$ cat src/rtl/deser_pkg.sv
`default_nettype none
// ============================================================================
// Module      : deser_pkg
// Description : Shared constants and the running-disparity rule for the
//               10-bit (8b/10b) serial-to-parallel receiver.
//               Contents:
//                 WORD_W     - symbol width (10)
//                 K28P5_RDN  - K28.5 comma as sent from RD-
//                 K28P5_RDP  - K28.5 comma as sent from RD+
//                 rd_next()  - running disparity after a symbol
// Revision    : 1.0 - initial release
// ============================================================================
package deser_pkg;

    localparam int WORD_W = 10;

    localparam logic [WORD_W-1:0] K28P5_RDN = 10'b0011111010;
    localparam logic [WORD_W-1:0] K28P5_RDP = 10'b1100000101;

    // More ones than zeros leaves the line RD+, fewer leaves it RD-,
    // and a balanced symbol carries the incoming disparity through.
    function automatic logic rd_next(input logic [WORD_W-1:0] word,
                                     input logic              rd_in);
        int ones;
        ones = 0;
        for (int i = 0; i < WORD_W; i++) begin
            ones = ones + {31'd0, word[i]};
        end
        if (ones > WORD_W / 2) begin
            return 1'b1;
        end else if (ones < WORD_W / 2) begin
            return 1'b0;
        end else begin
            return rd_in;
        end
    endfunction

endpackage : deser_pkg
`default_nettype wire

$ cat src/rtl/deser_rd_calc.sv
`default_nettype none
// ============================================================================
// Module      : deser_rd_calc
// Description : Combinational running-disparity calculation for one symbol.
// Ports       : word   in  10  candidate symbol
//               rd_in  in  1   running disparity before the symbol
//               rd_out out 1   running disparity after the symbol
// Revision    : 1.0 - initial release
// ============================================================================
module deser_rd_calc
    import deser_pkg::*;
(
    input  logic [WORD_W-1:0] word,
    input  logic              rd_in,
    output logic              rd_out
);

    always_comb begin
        rd_out = rd_next(word, rd_in);
    end

endmodule : deser_rd_calc
`default_nettype wire

$ cat src/rtl/deserializer.sv
`default_nettype none
// ============================================================================
// Module      : deserializer
// Description : Serial-to-parallel receiver for a 10-bit 8b/10b line.
//               Samples one bit per clk (MSB first), presents each complete
//               symbol with a sticky valid flag, its running disparity and a
//               divide-by-10 word clock. Optional K28.5 comma realignment.
// Parameters  : COMMA_ALIGN 1 = realign framing on K28.5, 0 = free-running
// Ports       : clk            in  1   clock, rising edge
//               rst            in  1   synchronous active-high reset
//               a_rx           in  1   serial data bit
//               disparity_d    in  1   running disparity before the symbol
//               c_parallel_out out 10  last complete symbol, first bit in [9]
//               clk_out        out 1   word clock, clk/10, 50% duty
//               disparity_q    out 1   running disparity after the symbol
//               c_data_valid   out 1   a complete symbol has been captured
// Revision    : 1.0 - initial release
// ============================================================================
module deserializer
    import deser_pkg::*;
#(
    parameter bit COMMA_ALIGN = 1'b1
) (
    input  logic              clk,
    input  logic              rst,
    input  logic              a_rx,
    input  logic              disparity_d,
    output logic [WORD_W-1:0] c_parallel_out,
    output logic              clk_out,
    output logic              disparity_q,
    output logic              c_data_valid
);

    localparam logic [3:0] C_LAST_BIT = 4'd9;
    localparam logic [3:0] C_HALF     = 4'd5;

    // Only the previous nine bits need storing: the tenth is a_rx itself,
    // so the full window is available on the same edge it completes.
    logic [WORD_W-2:0] r_sr;
    logic [3:0]        r_bit_cnt;

    logic [WORD_W-1:0] w_window;
    logic              w_comma;
    logic              w_latch;
    logic [3:0]        w_cnt_next;
    logic              w_rd_next;

    always_comb begin
        w_window = {r_sr, a_rx};
        w_comma  = COMMA_ALIGN &&
                   ((w_window == K28P5_RDN) || (w_window == K28P5_RDP));
        // A comma landing on the tenth bit is the same single latch.
        w_latch  = (r_bit_cnt == C_LAST_BIT) || w_comma;
        if (w_latch) begin
            w_cnt_next = 4'd0;
        end else begin
            w_cnt_next = r_bit_cnt + 4'd1;
        end
    end

    deser_rd_calc u_rd_calc (
        .word   (w_window),
        .rd_in  (disparity_d),
        .rd_out (w_rd_next)
    );

    always_ff @(posedge clk) begin
        if (rst) begin
            r_sr           <= '0;
            r_bit_cnt      <= 4'd0;
            c_parallel_out <= '0;
            clk_out        <= 1'b0;
            disparity_q    <= 1'b0;
            c_data_valid   <= 1'b0;
        end else begin
            r_sr      <= w_window[WORD_W-2:0];
            r_bit_cnt <= w_cnt_next;
            // Word clock follows the count it is about to hold, so it is
            // high on the cycle right after every latch.
            clk_out   <= (w_cnt_next < C_HALF);
            if (w_latch) begin
                c_parallel_out <= w_window;
                c_data_valid   <= 1'b1;
                disparity_q    <= w_rd_next;
            end
        end
    end

endmodule : deserializer
`default_nettype wire

$ cat config.mk
export PLATFORM = sky130hd
export DESIGN_NAME = deserializer
export DESIGN_NICKNAME = d
export VERILOG_FILES = /design/src/rtl/deser_pkg.sv /design/src/rtl/deser_rd_calc.sv /design/src/rtl/deserializer.sv
export SDC_FILE = /design/constraint.sdc
export NUM_CORES = 1
export LEC_CHECK = 0
export ABC_AREA = 1
export CORE_MARGIN = 2
export CORE_UTILIZATION = 48
export DETAILED_ROUTE_END_ITERATION = 10
export PLACE_DENSITY = 0.83
export SYNTH_ARGS = -nofsm -noshare
export SYNTH_HDL_FRONTEND = slang
export SYNTH_HIERARCHICAL = 1
export SYNTH_SLANG_ARGS = --single-unit
$ cat constraint.sdc
create_clock -name clk -period 2.9 [get_ports clk]
set_input_delay 0.29 -clock clk [delete_from_list [all_inputs] [get_ports clk]]
set_output_delay 0.29 -clock clk [all_outputs]
set_load 0.02 [all_outputs]
After elaboration in Yosys (flattened, before gate mapping). Cells that the tools add are included.

Bits of input ports: 4. Register bits after elaboration: 26. Word-level logic and storage cells: 27.

Add/subtract/negate cells: 10. Mux-type cells: 3. Reduce and logical (&&, ||, !) cells: 2. $lt $le $gt $ge: 3. Eq/ne operators: 3.

Operators with widths (count): 32-bit by 1-bit adder with 32-bit output (8); 32-bit by 4-bit greater-than comparator with 1-bit output, second input constant (1); 32-bit by 4-bit less-than comparator with 1-bit output, second input constant (1); 10-bit == test, second input constant (1); 10-bit by 8-bit == test with 1-bit output, second input constant (1); 4-bit by 1-bit adder with 4-bit output, second input constant (1); 4-bit == test, second input constant (1); 4-bit by 3-bit less-than comparator with 1-bit output, second input constant (1); 4-bit 2-to-1 mux (1); 1-bit by 1-bit adder with 2-bit output (1); 1-bit logical OR (2); 1-bit 2-to-1 mux (2).

Longest topological paths before layout. Gate-level depths: netlist (run 1).

Word-level depth: 12. Gate-level depth with buffers: 16. Gate-level depth less buffers: 16.

Modules after synthesis. The synthesis (run 1) kept the hierarchy.

By module, submodules not included: deserializer (area an instance 953.4 um^2, sequential area each 520.5 um^2, instances 1, cells each 113); deser_rd_calc (area an instance 302.8 um^2, sequential area each 0.0 um^2, instances 1, cells each 43).

Worst setup path after synthesis (run 1). OpenSTA, ideal clock, no wires.

Path type: register to register. Start point: register r_sr[0]. End point: register disparity_q. Path buffers: 0. Arrival: 2.775 ns. Setup slack: 0.005 ns. Clock period less this slack: 2.895 ns. Cell stages (with the launch flop): 16. Cell sequence: dfxtp_1 -> inv_1 -> fa_1 -> inv_1 -> ha_1 -> inv_1 -> fa_1 -> fa_1 -> inv_1 -> fa_1 -> inv_1 -> nand2_1 -> nand2_1 -> nand2_1 -> inv_1 -> a21oi_1.

Word-level cells in the longest chain between the ends: 12.

RTL lines: start, declared (line deserializer.sv:39) `logic [WORD_W-2:0] r_sr;`; start signal, assigned (line deserializer.sv:76) `r_sr <= w_window[WORD_W-2:0];`; 1-bit by 1-bit adder with 2-bit output (*) (line deser_pkg.sv:27) `ones = ones + {31'd0, word[i]};`; 32-bit by 1-bit adder with 32-bit output (*) (8 in series) (line deser_pkg.sv:27); 32-bit by 4-bit less-than comparator with 1-bit output (line deser_pkg.sv:31) `end else if (ones < WORD_W / 2) begin`; 1-bit 2-to-1 mux (line deser_pkg.sv:31); 1-bit 2-to-1 mux (*) (line deser_pkg.sv:29) `if (ones > WORD_W / 2) begin`; net w_rd_next (line deserializer.sv:46) `logic w_rd_next;`; end signal, assigned (line deserializer.sv:84) `disparity_q <= w_rd_next;`; end, declared (line deserializer.sv:30) `output logic disparity_q,`.

Mark *: on every way through the listed nets, which the timed path passes. The rest lies on a longest branch. A chain may end at the register's enable or synchronous reset.

Worst setup path in the final report (run 1).
Start point: register r_sr[2]. End point: register disparity_q.

Word-level cells in the longest chain between the ends: 10.

RTL lines (line): 32-bit by 1-bit adder with 32-bit output (*) (7 in series) (deser_pkg.sv:27); 32-bit by 4-bit less-than comparator with 1-bit output (deser_pkg.sv:31); 1-bit 2-to-1 mux (deser_pkg.sv:31); 1-bit 2-to-1 mux (*) (deser_pkg.sv:29); net w_rd_next (deserializer.sv:46).

Marks and branches as above.

==> metrics.txt, run 1 <==
GRT overflow=0; CP startpoint kind=register; CTS max path bufs=2; per-cell routed wire length=11.5 um; Setup-failing EPs final=1; core area=0.00248 mm^2; Clock Latency Late Sink=0.33 ns; P per Cell Area=447 mW/mm^2; Rel. slew slack=78.7%; Critical Path Start=r_sr[2]; initial DRC count=20; Final Hold Fails=0; Hold Crit Class=in -> reg; Mapped Nets=173; IR drop worst, VDD=0.000384 V; # port buffers=16; TritonRoute pass-1 iters=4; grt met3 use=3.49%; H-tree levels=1; Setup Skew=0.00740 ns; TritonCTS Buffers=3; die area=0.00304 mm^2; f_max=343 MHz; synth warn=6; minimum period implied by the final worst setup slack=2.91 ns; count leader, synth=inv_1; Slew Limit Fails=0; data required time at the worst endpoint=3.13 ns; post-route setup TNS=-0.0139 ns; busiest grt layer=met2; RSZ-0062 raised after global routing=true; cell count after synthesis=156; first-pass GRT wire length=4070 um; initial core utilization=50.7%; sum of buffers and inverters on the critical path=6; global placer's final weighted congestion=0.795; delay-heaviest family, CP=adder cells; final worst-path cycle share=100%; CP Capture Type=register; final cell count without fillers=208; filler cell count in the final layout=209; most prevalent standard cell on the critical path=inv_2; critical path depth=15; synthesized flop and latch total=26; Worst Setup EP=disparity_q; largest net degree at the start of global routing=29; DPL Wire Length=1810 um; Synth Flop Type=dfxtp_1; Netlist cell types=21; I/O pin cnt=17; die span in x=55.2 um; worst r2r dst=disparity_q; Site Rows=18; failing checks=negative setup slack; worst-path maximum fanout=2; worst reg2reg path depth=15; M2 GR Usage=33.7%; CP arrival=3.15 ns; via-per-instance ratio=4.94; storage element area=523 um^2; die height=55.2 um; slowest cell delay on critical path=0.51 ns; register area share after synthesis=41.4%; Placed Cells=204; crit path kind=reg -> reg; static leakage=0.697 nW; Async SR Flop Fraction=0%; vias=1028; syn avg cell area=8.05 um^2; Reg clk slew, reported paths=0.15 ns; Max Cap Viol=0; Final WS setup=-0.0139 ns; outcome=finished, violations left; initial antenna violation count=0; worst-margin pin slew=0.319 ns; ratio of cells with drive above 1 in the final layout=15.7%; Root Buffer=clkbuf_4; Reg2Reg Launch Point=r_sr[2]; crit-path cells=inv_2, fa_1, inv_2, ha_4, inv_2, fa_1, fa_2, inv_2, fa_1, inv_1, nand2_1, nand2_1, nand2_1, inv_2, a21oi_2; total power=0.691 mW; Slowest-stage cell, CP=fa_1; ANT nets after route=0; clock sinks=26; Yosys top cell by area=dfxtp_1; synthesized cell area=0.00126 mm^2; met1 Use GR=22.1%; R2R setup slack=-0.01 ns; nets@finish=196; EDFF count, synth=0; vias in the first global route=989; CTS Hold Bufs=0; antenna cells=0; DRC=0; ranking of synthesized cells by area=dfxtp_1 (41%), inv_1 (9.9%), fa_1 (9.6%); number of setup buffers added after CTS=0; Yosys top cell area share=41.4%; area grow syn2layout=22.9%; top cells by count, synth=inv_1 (33), dfxtp_1 (26), nand2_1 (22), nor2_1 (20), a21oi_1 (13); WL final=2390 um; area of the multi-input gates=596 um^2; gr usage total=19.3%; CTS tree=built
==> sequential cells by signal, indices dropped and copies added, names as in the netlist <==
signal          cells
clk_out             1
c_data_valid        1
disparity_q         1
r_sr                9
r_bit_cnt           4
c_parallel_out     10
==> report_power, final <==
part	switching (mW)	internal, mW
clock	0.113	0.140
combinational	0.0350	0.0302
sequential	0.00744	0.365
==> repair_timing <==
action	in CTS	in global routing
endpoints found under the setup margin	1	1
pin swaps	2	7
resized for setup	9	3
==> logic make-up (layout without fill, tap and decap cells) <==
group	count (synthesis)	count (layout)	share of synthesized area [%]
AOI/OAI and AO/OA	24	24	9.56
and+or+nand+nor	53	53	19.1
xor gates and xnor gates	1	1	0.697
adders and majority gates	13	13	16.5
buffers and inverters	39	61	12.6
DFF	26	26	41.4
==> placed cells by master, fill, tap and decap left out, types with 5 or more instances in the layout <==
cell type        netlist  final
inv_1                 33     27
dfxtp_1               26     24
nand2_1               22     22
nor2_1                20     20
clkdlybuf4s50_1        0     15
a21oi_1               13     12
inv_2                  2      8
o21ai_0                8      8
ha_1                   7      6
buf_4                  0      6
fa_1                   6      5
==> worst min-delay path by stage <==
stage | start | to | slack, ns | depth (start not counted)
floorplan | rst | r_bit_cnt[3] | 0.36 | 1
global placement | r_sr[7] | r_sr[8] | 0.46 | 2
detailed placement | r_sr[7] | r_sr[8] | 0.46 | 2
CTS | a_rx | r_sr[0] | 0.45 | 4
global route | r_sr[7] | r_sr[8] | 0.50 | 2
finish | a_rx | r_sr[0] | 0.45 | 4
==> tightest hold or removal path: cells and delay by family <==
kind,cells,cell delay (ns)
AND/OR/NAND/NOR,1,0.07
buffers and inverters,3,0.40
==> routing by layer <==
metal	wire length, um	vias up	share of wire, %
met1	1020	480	42
li1	-	516	-
met4	70	0	2.9
met2	1230	25	52
met5	0	-	0
met3	72	7	3.0
==> area by class of cell <==
type | instances | share of cell area (%)
sequential | 26 | 33.9
timing repair buffer | 22 | 13.2
clock inverter | 1 | 1.94
clock buffer | 3 | 1.46
tap | 30 | 2.43
inverter | 35 | 8.51
multi-input combinational | 91 | 38.6
==> stage by stage <==
step	worst slack, ns	hold WS, ns	utilization, %	area [um^2]
after floorplan	0.00524	0.362	-	1260
after global placement	-0.487	0.455	59.4	1470
after detailed placement	-0.578	0.459	59.4	1470
after CTS	-0.0924	0.450	62.2	1540
after global routing	-0.139	0.501	62.3	1540
final	-0.0139	0.450	62.3	1540
Power figures use the tool's default switching activity.
==> run 2, diff against run 1 <==
RECOVER_POWER = 25   (was default)
clock period = 2.5 ns   (was 2.9 ns; I/O delays follow)
==> metrics.txt, run 2 (synthesis gave the netlist of run 1 again) <==
vias in the first global route=1016 (+2.7%); initial DRC count=10 (-50%); Largest Register=c_parallel_out; Setup Skew=0.0112 ns (+0.00381 ns); Final WS setup=-0.440 ns (-0.426 ns); antenna cells=0 (unchanged); data required time at the worst endpoint=2.72 ns (-0.41 ns); GRT overflow=0 (unchanged); RSZ-0062 raised after global routing=true; worst reg2reg path depth=15 (unchanged); R2R setup slack=-0.44 ns (-0.43 ns); TritonCTS Buffers=3 (unchanged); clock sinks=26 (unchanged); Final Hold Fails=0 (unchanged); clock share of power=36.0% (-0.6 points); Hold Crit Class=in -> reg; DPL Wire Length=1820 um (+0.97%); commonest non-fill, non-tap cell in the layout=inv_1; CTS tree=built; gr usage total=19.3% (about the same); worst-margin pin slew=0.665 ns (+0.346 ns); Setup-failing EPs final=1 (unchanged); final worst-path cycle share=118% (+17 points); I/O pin cnt=17 (unchanged); Reg clk slew, reported paths=0.13 ns (-0.02 ns); sw frac=22.2% (-0.25 points); sequential share of power=53.9% (about the same); die height=55.2 um (unchanged); die span in x=55.2 um (unchanged); nets@finish=202 (+3.1%); most prevalent standard cell on the critical path=inv_2; largest net degree at the start of global routing=29 (unchanged); Slowest-stage cell, CP=fa_1; commonest non-fill, non-tap cells in the layout=inv_1 (28), dfxtp_1 (24), nand2_1 (22); CP startpoint kind=register; # port buffers=16 (unchanged); slowest cell delay on critical path=0.51 ns (about the same); CTS max path bufs=2 (unchanged); dpl ws=-0.928 ns (-0.350 ns); worst hold path cell count=4 (unchanged); CP arrival=3.16 ns (about the same); global placer's final weighted congestion=0.832 (+4.6%); combinational share of power=10.1% (+0.7 points); Clock Latency Late Sink=0.33 ns (about the same); DRC=0 (unchanged); worst r2r dst=disparity_q; via-per-instance ratio=4.85 (-1.9%); initial antenna violation count=0 (unchanged); f_max=340 MHz (-0.90%); IR drop worst, VDD=0.000607 V (+58%); total power=0.801 mW (+16%); ratio of cells with drive above 1 in the final layout=16.8% (+1.1 points); WL final=2480 um (+3.7%); Root Buffer=clkbuf_4; minimum period implied by the final worst setup slack=2.94 ns (+0.0263 ns); TritonRoute pass-1 iters=6 (+2); post-route setup TNS=-0.440 ns (-0.426 ns); initial core utilization=50.7% (unchanged); vias=1038 (+0.97%); worst-path maximum fanout=2 (unchanged); core area=0.00248 mm^2 (unchanged); CP Capture Type=register; Top Registers=c_parallel_out: 10 flops, r_sr: 9 flops, r_bit_cnt: 4 flops; Max Cap Viol=0 (unchanged); crit-path cells=inv_2, fa_1, inv_2, ha_4, inv_2, fa_1, fa_2, inv_2, fa_1, inv_1, nand2_1, nand2_1, nand2_1, inv_1, a21oi_1; Site Rows=18 (unchanged); Worst Hold End=r_sr[0]; Switching Power=0.178 mW (+15%); static leakage=0.726 nW (+4.2%); Reg2Reg Launch Point=r_sr[0]; failing checks=negative setup slack; max reg flops=10 (unchanged); CTS Hold Bufs=0 (unchanged); crit path kind=reg -> reg; Slew Limit Fails=0 (unchanged); outcome=finished, violations left; Rel. slew slack=55.7% (-23 points); H-tree levels=1 (unchanged); Internal Power=0.623 mW (+16%); area grow syn2layout=25.9%; die area=0.00304 mm^2 (unchanged); ANT nets after route=0 (unchanged); per-cell routed wire length=11.6 um (+0.77%); first-pass GRT wire length=4180 um (+2.7%); P per Cell Area=507 mW/mm^2 (+13%); filler cell count in the final layout=205 (-1.9%); hold_sp=a_rx
run 2: cell types whose count changed in the layout (fill, tap and decap cells not counted), sizes merged:
cell / previous run / this run
buf: 6 / 11
clkbuf: 3 / 4
clkdlybuf4s50: 15 / 14
dlygate4sd3: 0 / 1
run 2: worst max-delay path: cells and delay by family (launching register included):
| family | cells | cell delay, ns |
|---|---|---|
| simple gates | 3 | 0.14 |
| compound gates | 1 | 0.05 |
| fa+ha+maj | 5 | 1.98 |
| buf+inv | 6 | 0.29 |
| flops | 1 | 0.37 |
run 2: what timing repair did:
| item | 4_1_cts | 5_1_grt |
|---|---|---|
| resized for setup | 6 | 2 |
| buffers inserted | 1 | 0 |
| endpoints found under the setup margin | 1 | 1 |
| cloned | 0 | 0 |
| pin swaps | 7 | 5 |
run 2: final cells by class:
type                    instances  area [um^2]  area share (%)
multi-input cells              91          592            37.4
repair buffers                 28          245            15.5
flip-flops and latches         26          523            33.1
clock inverters                 1         30.0            1.90
inverters                      35          131            8.31
well taps                      30         37.5            2.37
clock buffers                   3         22.5            1.42
run 2: worst max-delay path by stage:
stage	start	to
after CTS	r_sr[2]	disparity_q
after detailed placement	a_rx	disparity_q
after floorplan	r_sr[0]	disparity_q
after global placement	a_rx	disparity_q
after global routing	r_sr[0]	disparity_q
final	r_sr[0]	disparity_q
run 2: power by group through the flow:
stage	Clock [mW]	Combinational, mW	Sequential [mW]
3_3_place_gp	0	0.0703	0.439
4_1_cts	0.291	0.0802	0.431
6_report	0.289	0.0811	0.432
2_1_floorplan	0	0.0431	0.442
5_1_grt	0.305	0.0908	0.433
3_5_place_dp	0	0.0772	0.440
run 2: through the flow:
step / hold slack [ns] / std cells / utilization, % / cell area, um^2
floorplan: 0.322 / 156 / - / 1260
global placement: 0.456 / 209 / 61.1 / 1510
detailed placement: 0.465 / 209 / 61.1 / 1510
CTS: 0.435 / 214 / 63.5 / 1570
global route: 0.467 / 214 / 63.8 / 1580
finish: 0.445 / 214 / 63.8 / 1580
run 2: per-layer routing:
| layer | global-route usage [%] | up-vias | part of all wire, % |
|---|---|---|---|
| li1 | - | 527 | - |
| met1 | 21.7 | 480 | 42 |
| met2 | 36.5 | 23 | 52 |
| met3 | 4.03 | 8 | 4.0 |
| met4 | 5.28 | 0 | 1.6 |
| met5 | 0 | - | 0 |
==> run 3, diff against run 2 <==
CORE_MARGIN = 3   (was 2)
==> metrics.txt, run 3 (synthesis gave the netlist of run 1 again) <==
CTS Hold Bufs=0 (unchanged); post-route setup TNS=-0.434 ns (+0.00638 ns); failing checks=negative setup slack; CP arrival=3.16 ns (about the same); minimum period implied by the final worst setup slack=2.93 ns (-0.00638 ns); M2 GR Usage=28.4% (-8.1 points); Slowest-stage cell, CP=fa_1; busiest grt layer=met2; Reg clk slew, reported paths=0.14 ns (about the same); TritonRoute pass-1 iters=4 (-2); commonest non-fill, non-tap cells in the layout=inv_1 (29), dfxtp_1 (24), nand2_1 (22); GRT overflow=0 (unchanged); grt met3 use=5.88% (+1.9 points); die area=0.00327 mm^2 (+7.4%); sequential share of power=53.9% (about the same); vias in the first global route=1119 (+10%); core area=0.00234 mm^2 (-5.6%); TritonCTS Buffers=3 (unchanged); max reg flops=10 (unchanged); Top Registers=c_parallel_out: 10 flops, r_sr: 9 flops, r_bit_cnt: 4 flops; combinational share of power=9.9% (-0.2 points); dpl ws=-0.964 ns (-0.0360 ns); Final Hold Fails=0 (unchanged); Root Buffer=clkbuf_4; first-pass GRT wire length=4370 um (+4.4%); worst-margin pin slew=0.701 ns (+0.0366 ns); # port buffers=16 (unchanged); Slew Limit Fails=0 (unchanged); CTS tree=built; P per Cell Area=508 mW/mm^2 (+0.22%); ratio of cells with drive above 1 in the final layout=16.3% (-0.54 points); die span in x=57.2 um (+3.6%); most prevalent standard cell on the critical path=inv_2; Setup-failing EPs final=1 (unchanged); global placer's final weighted congestion=0.790 (-5.0%); Placed Cells=206 (-1.4%); I/O pin cnt=17 (unchanged); slowest cell delay on critical path=0.51 ns (about the same); Switching Power=0.180 mW (+0.91%); WL final=2520 um (+1.7%); CP Capture Type=register; final worst-path cycle share=117% (-0.26 points); f_max=341 MHz (+0.22%); largest net degree at the start of global routing=29 (unchanged); Hold Crit Class=in -> reg; outcome=finished, violations left; per-cell routed wire length=11.9 um (+2.6%); Rel. slew slack=53.2% (-2.4 points); clock sinks=26 (unchanged); antenna cells=0 (unchanged); IR drop worst, VDD=0.000491 V (-19%); clock share of power=36.2% (+0.2 points); final cell count without fillers=212 (-0.93%); Final WS setup=-0.434 ns (+0.00638 ns); met1 Use GR=18.7% (-3.0 points); H-tree levels=1 (unchanged); CTS max path bufs=2 (unchanged); sw frac=22.4% (+0.19 points); vias=1037 (-0.096%); Internal Power=0.622 mW (-0.18%); area grow syn2layout=25.7%; Setup Skew=0.00106 ns (-0.0102 ns); Largest Register=c_parallel_out; DPL Wire Length=1810 um (-0.73%); static leakage=0.726 nW (about the same); data required time at the worst endpoint=2.73 ns (about the same); commonest non-fill, non-tap cell in the layout=inv_1; initial DRC count=26 (+16); DRC=0 (unchanged); nets@finish=202 (unchanged); CP startpoint kind=register; worst-path maximum fanout=2 (unchanged); Site Rows=17 (-1); Max Cap Viol=0 (unchanged); RSZ-0062 raised after global routing=true; via-per-instance ratio=4.89 (+0.85%); crit-path cells=inv_2, fa_1, inv_2, ha_4, inv_2, fa_1, fa_2, inv_2, fa_1, inv_1, nand2_1, nand2_1, nand2_1, inv_1, a21oi_1; initial core utilization=53.7% (+3.0 points); initial antenna violation count=0 (unchanged); crit path kind=reg -> reg; gr usage total=16.8% (-2.5 points); die height=57.2 um (+3.6%); Clock Latency Late Sink=0.33 ns (about the same); ANT nets after route=0 (unchanged)
[run 3: routing by layer]
metal,share of wire [%],wire [um]
met2,47,1190
met4,5.2,131
met3,5.8,145
met5,0,0
met1,42,1060
[run 3: path summary, 6_finish.rpt]
| check | endpoint | slack, ns | start | cells past startpoint |
|---|---|---|---|---|
| max | disparity_q | -0.43 | r_sr[2] | 15 |
| min | r_sr[0] | 0.36 | a_rx | 3 |
| max reg2reg | disparity_q | -0.43 | r_sr[2] | 15 |
| min reg2reg | r_sr[8] | 0.48 | r_sr[7] | 2 |
[run 3: power by group through the flow]
stage / combinational [mW] / sequential [mW] / clock, mW
2_1_floorplan: 0.0431 / 0.442 / 0
3_3_place_gp: 0.0695 / 0.439 / 0
3_5_place_dp: 0.0740 / 0.440 / 0
4_1_cts: 0.0818 / 0.431 / 0.297
5_1_grt: 0.0897 / 0.433 / 0.313
6_report: 0.0795 / 0.432 / 0.290
[run 3: final cells by class]
| type | count | area (um^2) |
|---|---|---|
| clock inverter | 1 | 30.0 |
| timing repair buffer | 28 | 245 |
| inverter | 35 | 131 |
| multi-input combinational | 91 | 592 |
| sequential | 26 | 523 |
| fill | 183 | 761 |
| tap | 28 | 35.0 |
| clock buffer | 3 | 22.5 |
[run 3: what timing repair did]
| item | in CTS | in global routing |
|---|---|---|
| setup endpoints to repair | 1 | 1 |
| pin swaps | 5 | 2 |
| buffers inserted | 1 | 1 |
| gates resized for setup | 7 | 0 |
[run 3: through the flow]
step	hold WS, ns	instance area (um^2)	util, %	total power [mW]
finish	0.356	1580	67.5	0.802
global placement	0.459	1500	64.2	0.508
global route	0.343	1580	67.5	0.837
detailed placement	0.465	1500	64.2	0.514
CTS	0.351	1580	67.3	0.810
floorplan	0.322	1260	-	0.485
[run 3: worst max-delay path: cells and delay by family, from the launching register on]
family / cells / cell delay (ns)
buffers and inverters: 6 / 0.29
DFF: 1 / 0.37
AOI/OAI and AO/OA: 1 / 0.05
adders and majority gates: 5 / 1.97
and+or+nand+nor: 3 / 0.16
